File: config.mk
export PLATFORM = sky130hd
export DESIGN_NAME = lj_rx_lite_flat
export DESIGN_NICKNAME = d
export VERILOG_FILES = /design/src/rtl/lj_rx_lite_if.sv /design/src/rtl/lj_rx_lite.sv /design/src/flat_wrapper.sv
export SDC_FILE = /design/constraint.sdc
export NUM_CORES = 1
export LEC_CHECK = 0
export ABC_AREA = 1
export BUFFER_PORTS_ARGS = -buffer_cell sky130_fd_sc_hd__buf_2
export CORE_UTILIZATION = 54
export CTS_BUF_LIST = sky130_fd_sc_hd__clkbuf_8
export CTS_CLUSTER_DIAMETER = 30
export CTS_CLUSTER_SIZE = 40
export DETAILED_ROUTE_END_ITERATION = 12
export PLACE_DENSITY = 0.9
export SETUP_SLACK_MARGIN = 0.2
export SYNTH_ARGS = -nofsm -noshare
export SYNTH_HDL_FRONTEND = slang
export SYNTH_SLANG_ARGS = --single-unit
File: constraint.sdc
create_clock -name clk -period 1.61 [get_ports clk]
set_input_delay 0.0805 -clock clk [delete_from_list [all_inputs] [get_ports clk]]
set_output_delay 0.0805 -clock clk [all_outputs]
set_load 0.02 [all_outputs]
File: src/rtl/lj_rx_lite_if.sv
// Left Justified receiver bus: external serial lines and enable in, parallel samples and status out.
interface lj_rx_lite_if #(
  parameter int unsigned dataW = 12
);
  logic             BCLK;
  logic             LRCLK;
  logic             SDATA;
  logic             enable;
  logic [dataW-1:0] dataR;
  logic [dataW-1:0] dataL;
  logic             valid;
  logic             busy;
  logic             frame_err;

  modport master (
    output BCLK, LRCLK, SDATA, enable,
    input  dataR, dataL, valid, busy, frame_err
  );

  modport slave (
    input  BCLK, LRCLK, SDATA, enable,
    output dataR, dataL, valid, busy, frame_err
  );
endinterface

File: src/rtl/lj_rx_lite.sv
// Slave-mode Left Justified serial audio receiver: oversamples BCLK/LRCLK/SDATA on clk, emits R/L pairs.
// Optional short-channel detection is enabled by defining LJ_RX_FRAME_ERR_EN.
module lj_rx_lite #(
  parameter int unsigned dataW = 12
) (
  input  logic         clk,
  input  logic         rst,
  lj_rx_lite_if.slave  bus
);
  localparam int unsigned     CntW   = $clog2(dataW + 1);
  localparam logic [CntW-1:0] CntMax = CntW'(dataW);
  localparam logic [dataW-1:0] Msb   = {1'b1, {(dataW-1){1'b0}}};

  typedef enum logic [1:0] {IDLE, SYNC, RIGHTCH, LEFTCH} state_t;

  state_t           state_q, state_d;
  logic [2:0]       bclk_q, bclk_d;
  logic [1:0]       lrclk_q, lrclk_d;
  logic [1:0]       sdata_q, sdata_d;
  logic             lr_prev_q, lr_prev_d;
  logic [CntW-1:0]  cnt_q, cnt_d;
  logic [dataW-1:0] shift_r_q, shift_r_d;
  logic [dataW-1:0] shift_l_q, shift_l_d;
  logic [dataW-1:0] data_r_q, data_r_d;
  logic [dataW-1:0] data_l_q, data_l_d;
  logic             valid_q, valid_d;
  logic             busy_q, busy_d;
`ifdef LJ_RX_FRAME_ERR_EN
  logic             frame_err_q, frame_err_d;
`endif

  logic             bit_ev, boundary, bit_s, lr_s, cnt_full;
  logic             go_right, go_left;
  logic [dataW-1:0] bit_mask;

  // Next-state, datapath and output logic.
  always_comb begin
    bclk_d    = {bclk_q[1:0], bus.BCLK};
    lrclk_d   = {lrclk_q[0], bus.LRCLK};
    sdata_d   = {sdata_q[0], bus.SDATA};
    bit_ev    = bclk_q[1] & ~bclk_q[2];
    bit_s     = sdata_q[1];
    lr_s      = lrclk_q[1];
    boundary  = bit_ev && (lr_s != lr_prev_q);
    cnt_full  = (cnt_q == CntMax);
    // Bits land at position dataW-1-cnt, so a short channel is naturally zero-filled.
    bit_mask  = bit_s ? (Msb >> cnt_q) : '0;

    state_d   = state_q;
    lr_prev_d = bit_ev ? lr_s : lr_prev_q;
    cnt_d     = cnt_q;
    shift_r_d = shift_r_q;
    shift_l_d = shift_l_q;
    data_r_d  = data_r_q;
    data_l_d  = data_l_q;
    valid_d   = 1'b0;
    go_right  = 1'b0;
    go_left   = 1'b0;
`ifdef LJ_RX_FRAME_ERR_EN
    frame_err_d = 1'b0;
`endif

    case (state_q)
      IDLE: state_d = SYNC;
      SYNC: begin
        if (boundary && !lr_s) go_right = 1'b1;
      end
      RIGHTCH, LEFTCH: begin
        if (boundary) begin
`ifdef LJ_RX_FRAME_ERR_EN
          if (!cnt_full) begin
            frame_err_d = 1'b1;
            if (lr_s) state_d = SYNC;
            else      go_right = 1'b1;
          end else if (lr_s) begin
            go_left = 1'b1;
          end else begin
            go_right = 1'b1;
          end
`else
          // A short left channel is delivered when the next frame starts.
          if (!lr_s && (state_q == LEFTCH) && !cnt_full) begin
            data_r_d = shift_r_q;
            data_l_d = shift_l_q;
            valid_d  = 1'b1;
          end
          if (lr_s) go_left = 1'b1;
          else      go_right = 1'b1;
`endif
        end else if (bit_ev && !cnt_full) begin
          cnt_d = cnt_q + CntW'(1);
          if (state_q == RIGHTCH) begin
            shift_r_d = shift_r_q | bit_mask;
          end else begin
            shift_l_d = shift_l_q | bit_mask;
            if (cnt_d == CntMax) begin
              data_r_d = shift_r_q;
              data_l_d = shift_l_d;
              valid_d  = 1'b1;
            end
          end
        end
      end
      default: state_d = IDLE;
    endcase

    if (go_right) begin
      state_d   = RIGHTCH;
      cnt_d     = CntW'(1);
      shift_r_d = bit_s ? Msb : '0;
      shift_l_d = '0;
    end
    if (go_left) begin
      state_d   = LEFTCH;
      cnt_d     = CntW'(1);
      shift_l_d = bit_s ? Msb : '0;
    end

    // Dropping enable abandons any partial frame and keeps the last delivered samples.
    if (!bus.enable) begin
      state_d  = IDLE;
      valid_d  = 1'b0;
      data_r_d = data_r_q;
      data_l_d = data_l_q;
`ifdef LJ_RX_FRAME_ERR_EN
      frame_err_d = 1'b0;
`endif
    end

    busy_d = (state_d == RIGHTCH) || (state_d == LEFTCH);
  end

  always_ff @(posedge clk) begin
    if (!rst) begin
      state_q   <= IDLE;
      bclk_q    <= '0;
      lrclk_q   <= '0;
      sdata_q   <= '0;
      lr_prev_q <= 1'b0;
      cnt_q     <= '0;
      shift_r_q <= '0;
      shift_l_q <= '0;
      data_r_q  <= '0;
      data_l_q  <= '0;
      valid_q   <= 1'b0;
      busy_q    <= 1'b0;
`ifdef LJ_RX_FRAME_ERR_EN
      frame_err_q <= 1'b0;
`endif
    end else begin
      state_q   <= state_d;
      bclk_q    <= bclk_d;
      lrclk_q   <= lrclk_d;
      sdata_q   <= sdata_d;
      lr_prev_q <= lr_prev_d;
      cnt_q     <= cnt_d;
      shift_r_q <= shift_r_d;
      shift_l_q <= shift_l_d;
      data_r_q  <= data_r_d;
      data_l_q  <= data_l_d;
      valid_q   <= valid_d;
      busy_q    <= busy_d;
`ifdef LJ_RX_FRAME_ERR_EN
      frame_err_q <= frame_err_d;
`endif
    end
  end

  assign bus.dataR = data_r_q;
  assign bus.dataL = data_l_q;
  assign bus.valid = valid_q;
  assign bus.busy  = busy_q;
`ifdef LJ_RX_FRAME_ERR_EN
  assign bus.frame_err = frame_err_q;
`else
  assign bus.frame_err = 1'b0;
`endif

endmodule

File: src/flat_wrapper.sv
// flat-port wrapper written by rule: the top's interface ports become plain ports
module lj_rx_lite_flat 
#(
  parameter int unsigned dataW = 12
)
  (clk, rst, bus_BCLK, bus_LRCLK, bus_SDATA, bus_enable, bus_dataR, bus_dataL, bus_valid, bus_busy, bus_frame_err);
  lj_rx_lite_if #(.dataW(dataW)) bus_i ();
  input  logic clk;
  input  logic rst;
  input wire logic [$bits(bus_i.BCLK)-1:0] bus_BCLK;
  input wire logic [$bits(bus_i.LRCLK)-1:0] bus_LRCLK;
  input wire logic [$bits(bus_i.SDATA)-1:0] bus_SDATA;
  input wire logic [$bits(bus_i.enable)-1:0] bus_enable;
  output wire logic [$bits(bus_i.dataR)-1:0] bus_dataR;
  output wire logic [$bits(bus_i.dataL)-1:0] bus_dataL;
  output wire logic [$bits(bus_i.valid)-1:0] bus_valid;
  output wire logic [$bits(bus_i.busy)-1:0] bus_busy;
  output wire logic [$bits(bus_i.frame_err)-1:0] bus_frame_err;
  assign bus_i.BCLK = bus_BCLK;
  assign bus_i.LRCLK = bus_LRCLK;
  assign bus_i.SDATA = bus_SDATA;
  assign bus_i.enable = bus_enable;
  assign bus_dataR = bus_i.dataR;
  assign bus_dataL = bus_i.dataL;
  assign bus_valid = bus_i.valid;
  assign bus_busy = bus_i.busy;
  assign bus_frame_err = bus_i.frame_err;
  lj_rx_lite #(.dataW(dataW)) u_core (.clk(clk), .rst(rst), .bus(bus_i));
endmodule
==> run_summary.xml, run 1 <==
<?xml version="1.0" encoding="UTF-8"?>
<metrics>
  <group name="final_layout">
    <metric name="fillCellCount" unit="">300</metric>
    <metric name="final_util" unit="%">78.9</metric>
    <metric name="drive_gt1_share" unit="%">40.4</metric>
    <metric name="final_net_count" unit="">459</metric>
    <metric name="area_growth" unit="%">41.4</metric>
    <metric name="antenna_cells_inserted" unit="">0</metric>
    <metric name="layout.cells.most_common_list" unit="">sky130_fd_sc_hd__nand2_1, sky130_fd_sc_hd__dfxtp_1, sky130_fd_sc_hd__inv_1</metric>
  </group>
  <group name="yosys">
    <metric name="ys_seq_elements" unit="">64</metric>
    <metric name="synth_fp_nets" unit="">398</metric>
    <metric name="yosysWarningCount" unit="">0</metric>
    <metric name="synthesis.area" unit="sq um">2850</metric>
    <metric name="yosysTopAreaCell" unit="">sky130_fd_sc_hd__dfxtp_1</metric>
    <metric name="synthesis.area_per_instance" unit="sq um">7.40</metric>
    <metric name="synthCells" unit="">385</metric>
    <metric name="sequential_share_of_the_synthesized_area" unit="%">45.0</metric>
    <metric name="synthTopCellsByArea" unit="">sky130_fd_sc_hd__dfxtp_1, sky130_fd_sc_hd__a21oi_1, sky130_fd_sc_hd__nand2_1</metric>
    <metric name="top_cell_type_s_share_of_synthesized_area" unit="%">45.0</metric>
    <metric name="synth_cell_types" unit="">27</metric>
  </group>
  <group name="critical_path">
    <metric name="worstSetupEndpointType" unit="">flip-flop</metric>
    <metric name="timing.critical_path.from_type" unit="">flip-flop</metric>
    <metric name="ff2ff_setup_slack" unit="ps">-210</metric>
    <metric name="timing.critical_path.slowest_stage_cell" unit="">sky130_fd_sc_hd__dfxtp_4</metric>
    <metric name="timing.critical_path.from" unit="">u_core.cnt_q[0]$_SDFFE_PN0P_</metric>
    <metric name="worst_path_largest_cell_delay" unit="ps">370</metric>
    <metric name="critical-path-top-cell-by-count" unit="">sky130_fd_sc_hd__ha_4</metric>
    <metric name="worst-endpoint-arrival" unit="ps">2060</metric>
    <metric name="critical_path.cell_chain" unit="">ha_4 &gt; ha_4 &gt; inv_4 &gt; nand3_2 &gt; nor2_2 &gt; nand2_2 &gt; nand2_4 &gt; buf_12 &gt; buf_16 &gt; nand3_1 &gt; nand2_1 &gt; nor2_1</metric>
    <metric name="critical_path.max_fanout" unit="">6</metric>
    <metric name="rr_startpoint" unit="">u_core.cnt_q[0]$_SDFFE_PN0P_</metric>
    <metric name="worst-setup-path-type" unit="">flip-flop to flip-flop</metric>
    <metric name="top_cell_family_by_delay_on_the_critical_path" unit="">simple AND/OR/NAND/NOR gates</metric>
    <metric name="path_buf_inv" unit="">3</metric>
    <metric name="worst-endpoint-required" unit="ps">1840</metric>
  </group>
  <group name="global_route">
    <metric name="grt_util_all_layers" unit="%">29.0</metric>
    <metric name="antenna_found_initial" unit="">0</metric>
    <metric name="grt_overflow" unit="">0</metric>
    <metric name="wire_length_of_the_first_global_routing_pass" unit="um">11900</metric>
    <metric name="grt_pass1_vias" unit="">2613</metric>
    <metric name="largest_net_degree_at_the_start_of_global_routing" unit="">50</metric>
  </group>
  <group name="floorplan">
    <metric name="design.core.area" unit="sq um">5110</metric>
    <metric name="die_area" unit="sq um">5570</metric>
    <metric name="dieHeight" unit="um">74.7</metric>
    <metric name="die_width" unit="um">74.7</metric>
    <metric name="io_pins" unit="">33</metric>
    <metric name="placementRows" unit="">26</metric>
    <metric name="initial_utilization" unit="%">55.8</metric>
  </group>
  <group name="placement">
    <metric name="total_of_buffers_placed_on_input_and_output_ports" unit="">31</metric>
    <metric name="routability_congestion_estimate" unit="">0.935</metric>
    <metric name="preCtsSetupSlack" unit="ps">-82.0</metric>
    <metric name="dp_hpwl" unit="um">4330</metric>
  </group>
  <group name="clock_tree">
    <metric name="clk_latency" unit="ps">350</metric>
    <metric name="cts_root_buffer" unit="">sky130_fd_sc_hd__clkbuf_8</metric>
    <metric name="cts-htree-levels" unit="">3</metric>
    <metric name="cts_buffer_depth" unit="">2</metric>
    <metric name="clkSlewWorstSetupHoldPaths" unit="ps">70</metric>
    <metric name="cts_tree" unit="">yes</metric>
    <metric name="clock_sink_count" unit="">64</metric>
    <metric name="cts_inserted_buffers" unit="">9</metric>
  </group>
  <group name="power">
    <metric name="clockPowerShare" unit="%">44.8</metric>
    <metric name="p_per_area" unit="nW/um^2">773</metric>
    <metric name="max-vdd-ir-drop" unit="mV">0.634</metric>
    <metric name="power.switching" unit="uW">736</metric>
    <metric name="switching_share" unit="%">23.7</metric>
    <metric name="total_leakage_power" unit="uW">0.00162</metric>
    <metric name="cellInternalPower" unit="uW">2380</metric>
    <metric name="power.share.sequential" unit="%">51.3</metric>
    <metric name="share_comb_of_total_power" unit="%">3.9</metric>
  </group>
  <group name="drt">
    <metric name="vias" unit="">3032</metric>
    <metric name="final_antenna_net_count" unit="">0</metric>
    <metric name="drt-pass1-iter-count" unit="">8</metric>
    <metric name="routed_wirelength" unit="um">9160</metric>
    <metric name="dr.first_iter.drc_count" unit="">293</metric>
    <metric name="drc" unit="">0</metric>
    <metric name="detail_route.vias_per_cell" unit="">5.82</metric>
    <metric name="post_drt_wl_per_cell" unit="um">17.6</metric>
  </group>
  <group name="timing">
    <metric name="slew_viol_final" unit="">0</metric>
    <metric name="worst_max_slew_pin_slew" unit="ps">501</metric>
    <metric name="fin_crit" unit="ps">1820</metric>
    <metric name="fin_crit_sh" unit="%">113</metric>
    <metric name="hold_viol_final" unit="">0</metric>
    <metric name="setup_failing_eps_final" unit="">25</metric>
    <metric name="unrepaired_setup_endpoints_after_global_routing" unit="">yes</metric>
    <metric name="timing.clock.skew" unit="ps">11.3</metric>
    <metric name="fmaxAchievable" unit="MHz">549</metric>
    <metric name="setup_ws" unit="ps">-213</metric>
    <metric name="max-slew-margin-rel" unit="%">66.5</metric>
    <metric name="sum_of_negative_setup_slack" unit="ps">-2930</metric>
  </group>
  <group name="status">
    <metric name="result_of_the_run" unit="">finished with violations</metric>
    <metric name="violations" unit="">setup timing</metric>
  </group>
  <group name="hold_path">
    <metric name="hold_path.startpoint" unit="">bus_enable</metric>
    <metric name="min_path_type" unit="">input pin to flip-flop</metric>
  </group>
  <group name="run">
    <metric name="max_cap_violations" unit="">0</metric>
  </group>
</metrics>
-- what timing repair did --
item	4_1_cts	5_1_grt
endpoints found under the hold margin	3	0
hold buffers	3	0
cloned	4	4
buffers inserted	4	3
endpoints found under the setup margin	52	53
gates resized for setup	24	61
pin swaps	3	26
-- tightest hold or removal path, stage by stage --
cell and delay (ps):
sky130_fd_sc_hd__buf_2 100, sky130_fd_sc_hd__nand2_1 90, sky130_fd_sc_hd__a21oi_1 50
-- metrics by stage --
stage / total power [uW] / instance area, sq um / hold WS (ps) / instances
4_1_cts: 3080 / 3700 / 28.9 / 514
3_3_place_gp: 1720 / 3240 / 264 / 487
2_1_floorplan: 1700 / 2910 / 178 / 385
6_report: 3110 / 4030 / 31.4 / 521
5_1_grt: 3180 / 4030 / 61.8 / 521
3_5_place_dp: 1720 / 3240 / 271 / 487
-- Yosys cell counts --
cell,instances
sky130_fd_sc_hd__a211oi_1,2
sky130_fd_sc_hd__a21oi_1,57
sky130_fd_sc_hd__a21oi_2,9
sky130_fd_sc_hd__a31oi_1,1
sky130_fd_sc_hd__buf_1,2
sky130_fd_sc_hd__buf_2,8
sky130_fd_sc_hd__buf_4,2
sky130_fd_sc_hd__buf_6,2
sky130_fd_sc_hd__buf_8,1
sky130_fd_sc_hd__clkbuf_1,6
sky130_fd_sc_hd__conb_1,1
sky130_fd_sc_hd__dfxtp_1,64
sky130_fd_sc_hd__ha_1,7
sky130_fd_sc_hd__inv_1,45
sky130_fd_sc_hd__inv_2,5
sky130_fd_sc_hd__nand2_1,65
sky130_fd_sc_hd__nand2_2,5
sky130_fd_sc_hd__nand3_1,48
sky130_fd_sc_hd__nand3_2,1
sky130_fd_sc_hd__nand3_4,1
sky130_fd_sc_hd__nand4_1,4
sky130_fd_sc_hd__nand4_2,1
sky130_fd_sc_hd__nor2_1,43
sky130_fd_sc_hd__nor2_8,1
sky130_fd_sc_hd__nor3_1,1
sky130_fd_sc_hd__o21ai_0,2
sky130_fd_sc_hd__o21ai_1,1
-- cell families (layout without fill, tap and decap cells) --
| kind of cell | after synthesis | in the layout | share of synthesized area, % |
|---|---|---|---|
| AOI/OAI and AO/OA | 72 | 72 | 14.0 |
| adders and majority gates | 7 | 7 | 3.07 |
| buffers and inverters | 71 | 136 | 10.9 |
| DFF | 64 | 64 | 45.0 |
| other | 1 | 1 | 0.132 |
| and+or+nand+nor | 170 | 171 | 26.9 |
-- final timing paths --
kind	to	depth (start not counted)
worst min register to register	u_core.sdata_q[1]$_SDFF_PN0_	2
worst min-delay path	u_core.state_q[1]$_SDFF_PN0_	3
worst max register to register	u_core.bus.dataL[10]$_SDFFE_PN0P_	12
worst max-delay path	u_core.bus.dataL[10]$_SDFFE_PN0P_	12
-- power groups by stage --
stage          clock (uW)  combinational (uW)  sequential, uW
3_3_place_gp            0                87.7            1630
6_report             1400                 120            1600
2_1_floorplan           0                70.1            1630
3_5_place_dp            0                90.3            1630
5_1_grt              1450                 130            1600
4_1_cts              1390                 100            1600
-- flip-flops by register name, summed over array words and instances (netlist names) --
signal / flops
u_core.cnt_q: 4
u_core.bclk_q: 3
u_core.state_q: 2
u_core.bus.busy: 1
u_core.shift_l_q: 12
u_core.shift_r_q: 12
u_core.lr_prev_q: 1
u_core.bus.dataR: 12
u_core.bus.valid: 1
u_core.lrclk_q: 2
u_core.sdata_q: 2
u_core.bus.dataL: 12
-- final cells by class --
type	instances	area, sq um	area share, %
Clock inverter	6	60.1	1.49
Tap cell	70	87.6	2.17
Timing Repair inverter	1	7.51	0.186
Timing Repair Buffer	69	646	16.0
Inverter	50	198	4.91
Clock buffer	10	138	3.42
Sequential cell	64	1290	32.1
Multi-Input combinational cell	251	1600	39.7
-- per-layer routing --
metal  GRT usage, %  vias to the layer above  routed length (um)
met3           6.43                       68                 721
li1               -                     1367                   -
met1           31.6                     1412                3290
met4           17.6                        0                 570
met5              0                        -                   0
met2           51.6                      185                4580
No activity file was read; power rests on OpenSTA's default activity.
==> inputs of run 2 (changes only) <==
--- a/config.mk
+++ b/config.mk
@@ -13,6 +13,7 @@
 export CTS_CLUSTER_SIZE = 40
 export DETAILED_ROUTE_END_ITERATION = 12
 export PLACE_DENSITY = 0.9
+export RECOVER_POWER = 25
 export SETUP_SLACK_MARGIN = 0.2
 export SYNTH_ARGS = -nofsm -noshare
 export SYNTH_HDL_FRONTEND = slang
==> run 2 against run 1 <==
The run still ends with setup timing left. Count of clock-buffer cells in the layout did not move. Final area fell by 0.28%. Die area did not move. Cell count did not move. Power barely moved. Clock power barely moved. Hold slack got worse by 1.2 ps. Critical path type unchanged.
==> run_summary.xml, run 2 (same netlist as run 1, synthesis figures left out) <==
<?xml version="1.0" encoding="UTF-8"?>
<metrics>
  <group name="status">
    <metric name="result_of_the_run" unit="">finished with violations</metric>
    <metric name="violations" unit="">setup timing</metric>
  </group>
  <group name="global_route">
    <metric name="wire_length_of_the_first_global_routing_pass" unit="um">11900</metric>
    <metric name="largest_net_degree_at_the_start_of_global_routing" unit="">50</metric>
    <metric name="grt_pass1_vias" unit="">2613</metric>
    <metric name="grt_overflow" unit="">0</metric>
    <metric name="antenna_found_initial" unit="">0</metric>
    <metric name="grt_util_all_layers" unit="%">29.0</metric>
  </group>
  <group name="critical_path">
    <metric name="critical_path.cell_chain" unit="">ha_4 &gt; ha_4 &gt; inv_4 &gt; nand3_2 &gt; nor2_2 &gt; nand2_2 &gt; nand2_4 &gt; buf_12 &gt; buf_16 &gt; nand3_1 &gt; nand2_1 &gt; nor2_1</metric>
    <metric name="worst_path_largest_cell_delay" unit="ps">370</metric>
    <metric name="rr_startpoint" unit="">u_core.cnt_q[0]$_SDFFE_PN0P_</metric>
    <metric name="worst-setup-path-type" unit="">flip-flop to flip-flop</metric>
    <metric name="ff2ff_setup_slack" unit="ps">-220</metric>
    <metric name="timing.rr.end" unit="">u_core.bus.dataL[10]$_SDFFE_PN0P_</metric>
    <metric name="timing.critical_path.from_type" unit="">flip-flop</metric>
    <metric name="worstRegToRegCells" unit="">12</metric>
    <metric name="timing.critical_path.slowest_stage_cell" unit="">sky130_fd_sc_hd__dfxtp_4</metric>
    <metric name="critical-path-top-cell-by-count" unit="">sky130_fd_sc_hd__ha_4</metric>
    <metric name="critical_path.max_fanout" unit="">6</metric>
    <metric name="worst-endpoint-arrival" unit="ps">2060</metric>
    <metric name="worstSetupEndpointType" unit="">flip-flop</metric>
    <metric name="worst-endpoint-required" unit="ps">1840</metric>
  </group>
  <group name="hold_path">
    <metric name="hold_path.startpoint" unit="">bus_enable</metric>
    <metric name="hold_path_end" unit="">u_core.state_q[1]$_SDFF_PN0_</metric>
    <metric name="worst_hold_path_cells" unit="">3</metric>
    <metric name="min_path_type" unit="">input pin to flip-flop</metric>
  </group>
  <group name="clock_tree">
    <metric name="clkSlewWorstSetupHoldPaths" unit="ps">80</metric>
    <metric name="cts_root_buffer" unit="">sky130_fd_sc_hd__clkbuf_8</metric>
    <metric name="cts_tree" unit="">yes</metric>
    <metric name="cts_buffer_depth" unit="">2</metric>
    <metric name="clock_sink_count" unit="">64</metric>
    <metric name="clk_latency" unit="ps">350</metric>
    <metric name="cts_inserted_buffers" unit="">9</metric>
    <metric name="cts-htree-levels" unit="">3</metric>
  </group>
  <group name="timing">
    <metric name="slew_viol_final" unit="">0</metric>
    <metric name="unrepaired_setup_endpoints_after_global_routing" unit="">yes</metric>
    <metric name="fmaxAchievable" unit="MHz">548</metric>
    <metric name="max-slew-margin-rel" unit="%">66.5</metric>
    <metric name="setup_ws" unit="ps">-216</metric>
    <metric name="worst_max_slew_pin_slew" unit="ps">501</metric>
    <metric name="sum_of_negative_setup_slack" unit="ps">-2900</metric>
    <metric name="fin_crit_sh" unit="%">113</metric>
    <metric name="holdWs" unit="ps">30.2</metric>
    <metric name="timing.clock.skew" unit="ps">11.5</metric>
    <metric name="hold_viol_final" unit="">0</metric>
    <metric name="setup_failing_eps_final" unit="">25</metric>
    <metric name="fin_crit" unit="ps">1830</metric>
  </group>
  <group name="final_layout">
    <metric name="fillCellCount" unit="">305</metric>
    <metric name="area_growth" unit="%">41.0</metric>
    <metric name="final_net_count" unit="">459</metric>
    <metric name="layout.cells.most_common_list" unit="">sky130_fd_sc_hd__dfxtp_1, sky130_fd_sc_hd__nand2_1, sky130_fd_sc_hd__inv_1</metric>
    <metric name="layout.cells.most_common" unit="">sky130_fd_sc_hd__dfxtp_1</metric>
    <metric name="drive_gt1_share" unit="%">38.4</metric>
    <metric name="finish.instance_area" unit="sq um">4020</metric>
    <metric name="antenna_cells_inserted" unit="">0</metric>
    <metric name="final_util" unit="%">78.7</metric>
    <metric name="final-instance-count-excl-fill" unit="">521</metric>
  </group>
  <group name="drt">
    <metric name="drt-pass1-iter-count" unit="">6</metric>
    <metric name="vias" unit="">2977</metric>
    <metric name="dr.first_iter.drc_count" unit="">281</metric>
    <metric name="detail_route.vias_per_cell" unit="">5.71</metric>
    <metric name="drc" unit="">0</metric>
    <metric name="post_drt_wl_per_cell" unit="um">17.4</metric>
    <metric name="routed_wirelength" unit="um">9080</metric>
    <metric name="final_antenna_net_count" unit="">0</metric>
  </group>
  <group name="floorplan">
    <metric name="placementRows" unit="">26</metric>
    <metric name="die_width" unit="um">74.7</metric>
    <metric name="io_pins" unit="">33</metric>
    <metric name="design.core.area" unit="sq um">5110</metric>
    <metric name="die_area" unit="sq um">5570</metric>
    <metric name="initial_utilization" unit="%">55.8</metric>
    <metric name="dieHeight" unit="um">74.7</metric>
  </group>
  <group name="run">
    <metric name="max_cap_violations" unit="">0</metric>
  </group>
  <group name="power">
    <metric name="max-vdd-ir-drop" unit="mV">0.635</metric>
    <metric name="total_leakage_power" unit="uW">0.00158</metric>
    <metric name="p_per_area" unit="nW/um^2">775</metric>
  </group>
  <group name="placement">
    <metric name="dp_hpwl" unit="um">4330</metric>
    <metric name="total_of_buffers_placed_on_input_and_output_ports" unit="">31</metric>
    <metric name="dp.cells" unit="">487</metric>
    <metric name="routability_congestion_estimate" unit="">0.935</metric>
    <metric name="postPlaceCellArea" unit="sq um">3240</metric>
  </group>
</metrics>
==> run 2: where the power goes <==
group | internal (uW) | switching, uW
clock network | 749 | 650
registers | 1590 | 8.33
logic | 38.9 | 81.1
total | 2380 | 739
==> run 2: final cells by class <==
class	count	area, sq um	share of cell area [%]
Clock inverter	6	60.1	1.49
Clock buffer	10	138	3.43
Timing Repair inverter	1	7.51	0.187
Multi-Input combinational cell	251	1600	39.8
Tap cell	70	87.6	2.18
Sequential cell	64	1290	32.2
Inverter	50	198	4.92
Timing Repair Buffer	69	636	15.8
==> run 2: worst max path at each step <==
stage,startpoint,to,slack (ps),cells past startpoint
6_report,u_core.cnt_q[0]$_SDFFE_PN0P_,u_core.bus.dataL[10]$_SDFFE_PN0P_,-220,12
5_1_grt,u_core.cnt_q[1]$_SDFFE_PP0P_,u_core.bus.dataL[2]$_SDFFE_PN0P_,-280,14
4_1_cts,u_core.cnt_q[0]$_SDFFE_PN0P_,u_core.bus.dataL[10]$_SDFFE_PN0P_,-90,12
3_5_place_dp,u_core.cnt_q[0]$_SDFFE_PN0P_,u_core.bus.dataL[1]$_SDFFE_PN0P_,-80,11
3_3_place_gp,u_core.cnt_q[0]$_SDFFE_PN0P_,u_core.bus.dataR[11]$_SDFFE_PN0P_,-30,11
2_1_floorplan,u_core.cnt_q[0]$_SDFFE_PN0P_,u_core.bus.dataL[0]$_SDFFE_PN0P_,60,11
==> run 2: metrics by stage <==
stage	worst slack (ps)	power [uW]
6_report	-216	3120
3_5_place_dp	-82.0	1720
2_1_floorplan	61.5	1700
3_3_place_gp	-33.2	1720
5_1_grt	-279	3180
4_1_cts	-94.0	3080
==> run 2: layer usage <==
layer  global-route usage [%]  part of all wire (%)
met4                     17.6                   5.1
met3                     6.43                   7.7
met1                     31.6                    36
met2                     51.6                    51
met5                        0                     0
==> run 2: repair_timing <==
item | CTS | global route
gates resized for setup | 24 | 61
pin swaps | 3 | 26
hold buffers | 3 | 0
buffers inserted | 4 | 3
setup endpoints to repair | 52 | 53
endpoints found under the hold margin | 3 | 0
gates cloned | 4 | 4
==> run 2: worst max-delay path: cells and delay by family (launching register included) <==
kind / cells / cell delay (ps)
buffers and inverters: 3 / 330
adder cells (fa/ha/maj): 2 / 390
flip-flops: 1 / 370
AND/OR/NAND/NOR: 7 / 630
==> inputs of run 3 (changes only) <==
--- a/config.mk
+++ b/config.mk
@@ -7,12 +7,14 @@
 export LEC_CHECK = 0
 export ABC_AREA = 1
 export BUFFER_PORTS_ARGS = -buffer_cell sky130_fd_sc_hd__buf_2
-export CORE_UTILIZATION = 54
+export CELL_PAD_IN_SITES_DETAIL_PLACEMENT = 1
+export CELL_PAD_IN_SITES_GLOBAL_PLACEMENT = 1
+export CORE_UTILIZATION = 39
 export CTS_BUF_LIST = sky130_fd_sc_hd__clkbuf_8
 export CTS_CLUSTER_DIAMETER = 30
 export CTS_CLUSTER_SIZE = 40
 export DETAILED_ROUTE_END_ITERATION = 12
-export PLACE_DENSITY = 0.9
+export PLACE_DENSITY = 0.89
 export RECOVER_POWER = 25
 export SETUP_SLACK_MARGIN = 0.2
 export SYNTH_ARGS = -nofsm -noshare
==> run 3 against run 2 <==
The run still ends with setup timing left. Final area is 3.1% higher. Utilization is 19 points lower. Count of clock-buffer cells in the layout stayed put. Critical path type unchanged. Highest routed layer unchanged.
==> run_summary.xml, run 3 (same netlist as run 1, synthesis figures left out) <==
<?xml version="1.0" encoding="UTF-8"?>
<metrics>
  <group name="timing">
    <metric name="setup_ws" unit="ps">-253</metric>
    <metric name="unrepaired_setup_endpoints_after_global_routing" unit="">yes</metric>
    <metric name="fin_crit_sh" unit="%">116</metric>
    <metric name="timing.clock.skew" unit="ps">16.7</metric>
    <metric name="fin_crit" unit="ps">1860</metric>
    <metric name="holdWs" unit="ps">87.7</metric>
    <metric name="slew_viol_final" unit="">0</metric>
    <metric name="hold_viol_final" unit="">0</metric>
    <metric name="setup_failing_eps_final" unit="">36</metric>
    <metric name="fmaxAchievable" unit="MHz">537</metric>
  </group>
  <group name="clock_tree">
    <metric name="cts_tree" unit="">yes</metric>
    <metric name="clock_sink_count" unit="">64</metric>
    <metric name="clkSlewWorstSetupHoldPaths" unit="ps">80</metric>
    <metric name="clk_latency" unit="ps">380</metric>
    <metric name="cts_root_buffer" unit="">sky130_fd_sc_hd__clkbuf_8</metric>
    <metric name="cts_buffer_depth" unit="">2</metric>
    <metric name="cts-htree-levels" unit="">3</metric>
    <metric name="cts_inserted_buffers" unit="">9</metric>
  </group>
  <group name="placement">
    <metric name="dp_hpwl" unit="um">5300</metric>
    <metric name="preCtsSetupSlack" unit="ps">-90.3</metric>
    <metric name="total_of_buffers_placed_on_input_and_output_ports" unit="">31</metric>
    <metric name="routability_congestion_estimate" unit="">0.884</metric>
  </group>
  <group name="power">
    <metric name="total_leakage_power" unit="uW">0.00165</metric>
    <metric name="report.power.total" unit="uW">3370</metric>
    <metric name="p_per_area" unit="nW/um^2">813</metric>
    <metric name="max-vdd-ir-drop" unit="mV">0.776</metric>
  </group>
  <group name="critical_path">
    <metric name="worst-setup-path-type" unit="">flip-flop to flip-flop</metric>
    <metric name="worst-endpoint-arrival" unit="ps">2160</metric>
    <metric name="worstRegToRegCells" unit="">11</metric>
    <metric name="timing.rr.end" unit="">u_core.bus.dataL[2]$_SDFFE_PN0P_</metric>
    <metric name="critical_path.max_fanout" unit="">22</metric>
    <metric name="critical_path.cell_chain" unit="">inv_4 &gt; ha_4 &gt; nand2_4 &gt; nor2_4 &gt; nor2_2 &gt; nand4_1 &gt; nand2_4 &gt; buf_12 &gt; buf_12 &gt; a21oi_2 &gt; nor2_1</metric>
    <metric name="worstSetupEndpointType" unit="">flip-flop</metric>
    <metric name="worst-endpoint-required" unit="ps">1910</metric>
    <metric name="timing.critical_path.slowest_stage_cell" unit="">sky130_fd_sc_hd__dfxtp_4</metric>
    <metric name="timing.critical_path.from_type" unit="">flip-flop</metric>
    <metric name="top_cell_family_by_delay_on_the_critical_path" unit="">simple AND/OR/NAND/NOR gates</metric>
    <metric name="ff2ff_setup_slack" unit="ps">-250</metric>
    <metric name="rr_startpoint" unit="">u_core.cnt_q[1]$_SDFFE_PP0P_</metric>
    <metric name="path_buf_inv" unit="">3</metric>
    <metric name="worst_path_largest_cell_delay" unit="ps">400</metric>
  </group>
  <group name="floorplan">
    <metric name="initial_utilization" unit="%">41.0</metric>
    <metric name="placementRows" unit="">30</metric>
    <metric name="dieHeight" unit="um">87.5</metric>
    <metric name="io_pins" unit="">33</metric>
    <metric name="die_width" unit="um">87.5</metric>
    <metric name="design.core.area" unit="sq um">6940</metric>
    <metric name="die_area" unit="sq um">7650</metric>
  </group>
  <group name="drt">
    <metric name="post_drt_wl_per_cell" unit="um">21.9</metric>
    <metric name="vias" unit="">3115</metric>
    <metric name="drt-pass1-iter-count" unit="">5</metric>
    <metric name="detail_route.vias_per_cell" unit="">5.60</metric>
    <metric name="final_antenna_net_count" unit="">0</metric>
    <metric name="dr.first_iter.drc_count" unit="">275</metric>
    <metric name="routed_wirelength" unit="um">12200</metric>
    <metric name="drc" unit="">0</metric>
  </group>
  <group name="final_layout">
    <metric name="drive_gt1_share" unit="%">40.2</metric>
    <metric name="final_net_count" unit="">468</metric>
    <metric name="fillCellCount" unit="">838</metric>
    <metric name="layout.cells.most_common_list" unit="">sky130_fd_sc_hd__dfxtp_1, sky130_fd_sc_hd__nand2_1, sky130_fd_sc_hd__a21oi_1</metric>
    <metric name="layout.cells.most_common" unit="">sky130_fd_sc_hd__dfxtp_1</metric>
    <metric name="area_growth" unit="%">45.3</metric>
    <metric name="antenna_cells_inserted" unit="">0</metric>
  </group>
  <group name="status">
    <metric name="violations" unit="">setup timing</metric>
    <metric name="result_of_the_run" unit="">finished with violations</metric>
  </group>
  <group name="hold_path">
    <metric name="min_path_type" unit="">input pin to flip-flop</metric>
    <metric name="hold_path_end" unit="">u_core.bus.dataR[9]$_SDFFE_PN0P_</metric>
    <metric name="worst_hold_path_cells" unit="">3</metric>
    <metric name="hold_path.startpoint" unit="">rst</metric>
  </group>
  <group name="global_route">
    <metric name="grt_overflow" unit="">0</metric>
    <metric name="grt_pass1_vias" unit="">3150</metric>
    <metric name="largest_net_degree_at_the_start_of_global_routing" unit="">50</metric>
    <metric name="antenna_found_initial" unit="">0</metric>
    <metric name="grt_util_all_layers" unit="%">30.2</metric>
    <metric name="wire_length_of_the_first_global_routing_pass" unit="um">16700</metric>
  </group>
  <group name="run">
    <metric name="max_cap_violations" unit="">0</metric>
  </group>
</metrics>
## run 3: worst register-to-register path: stages (launching register included)
cell	delay [ps]
sky130_fd_sc_hd__dfxtp_4	400
sky130_fd_sc_hd__inv_4	40
sky130_fd_sc_hd__ha_4	160
sky130_fd_sc_hd__nand2_4	90
sky130_fd_sc_hd__nor2_4	50
sky130_fd_sc_hd__nor2_2	120
sky130_fd_sc_hd__nand4_1	200
sky130_fd_sc_hd__nand2_4	210
sky130_fd_sc_hd__buf_12	180
sky130_fd_sc_hd__buf_12	120
sky130_fd_sc_hd__a21oi_2	50
sky130_fd_sc_hd__nor2_1	160
## run 3: report_power, final
part | internal [uW] | switching, uW | total (uW)
logic | 50.8 | 96.5 | 147
clock network | 906 | 718 | 1620
registers | 1590 | 8.87 | 1600
## run 3: worst max-delay path by stage
stage	startpoint	endpoint	slack, ps	depth (start not counted)
2_1_floorplan	u_core.cnt_q[0]$_SDFFE_PN0P_	u_core.bus.dataL[0]$_SDFFE_PN0P_	60	11
3_3_place_gp	u_core.cnt_q[0]$_SDFFE_PN0P_	u_core.cnt_q[0]$_SDFFE_PN0P_	-30	11
3_5_place_dp	u_core.cnt_q[0]$_SDFFE_PN0P_	u_core.bus.dataL[3]$_SDFFE_PN0P_	-90	11
4_1_cts	u_core.cnt_q[1]$_SDFFE_PP0P_	u_core.bus.dataL[6]$_SDFFE_PN0P_	-100	12
5_1_grt	u_core.cnt_q[1]$_SDFFE_PP0P_	u_core.bus.dataL[2]$_SDFFE_PN0P_	-300	11
6_report	u_core.cnt_q[1]$_SDFFE_PP0P_	u_core.bus.dataL[2]$_SDFFE_PN0P_	-250	11
## run 3: cell type report
type	instances	area [sq um]	area share [%]
Clock buffer	10	138	3.32
Clock inverter	6	81.3	1.96
Inverter	50	198	4.77
Multi-Input combinational cell	251	1610	38.8
Sequential cell	64	1300	31.3
Tap cell	96	120	2.90
Timing Repair Buffer	78	693	16.7
Timing Repair inverter	1	7.51	0.181
## run 3: what timing repair did
item | 4_1_cts | 5_1_grt
hold endpoints to repair | 4 | 0
gates cloned | 5 | 0
setup buffers | 8 | 7
setup endpoints to repair | 53 | 54
pin swaps | 26 | 18
gates resized for setup | 42 | 43
hold buffers | 4 | 0
## run 3: through the flow
stage	area, sq um	setup TNS [ps]	util, %	std cells
global route	4140	-6440	59.6	556
floorplan	2910	0	-	385
global placement	3300	-266	47.6	516
CTS	3890	-1840	56.1	549
detailed placement	3300	-1680	47.6	516
finish	4140	-4450	59.6	556
## run 3: per-layer routing
layer / routed length (um) / GRT usage [%] / share of wire (%)
met1: 4440 / 30.4 / 36
met2: 6350 / 54.5 / 52
met3: 642 / 10.2 / 5.3
met4: 741 / 16.8 / 6.1
met5: 0 / 0 / 0
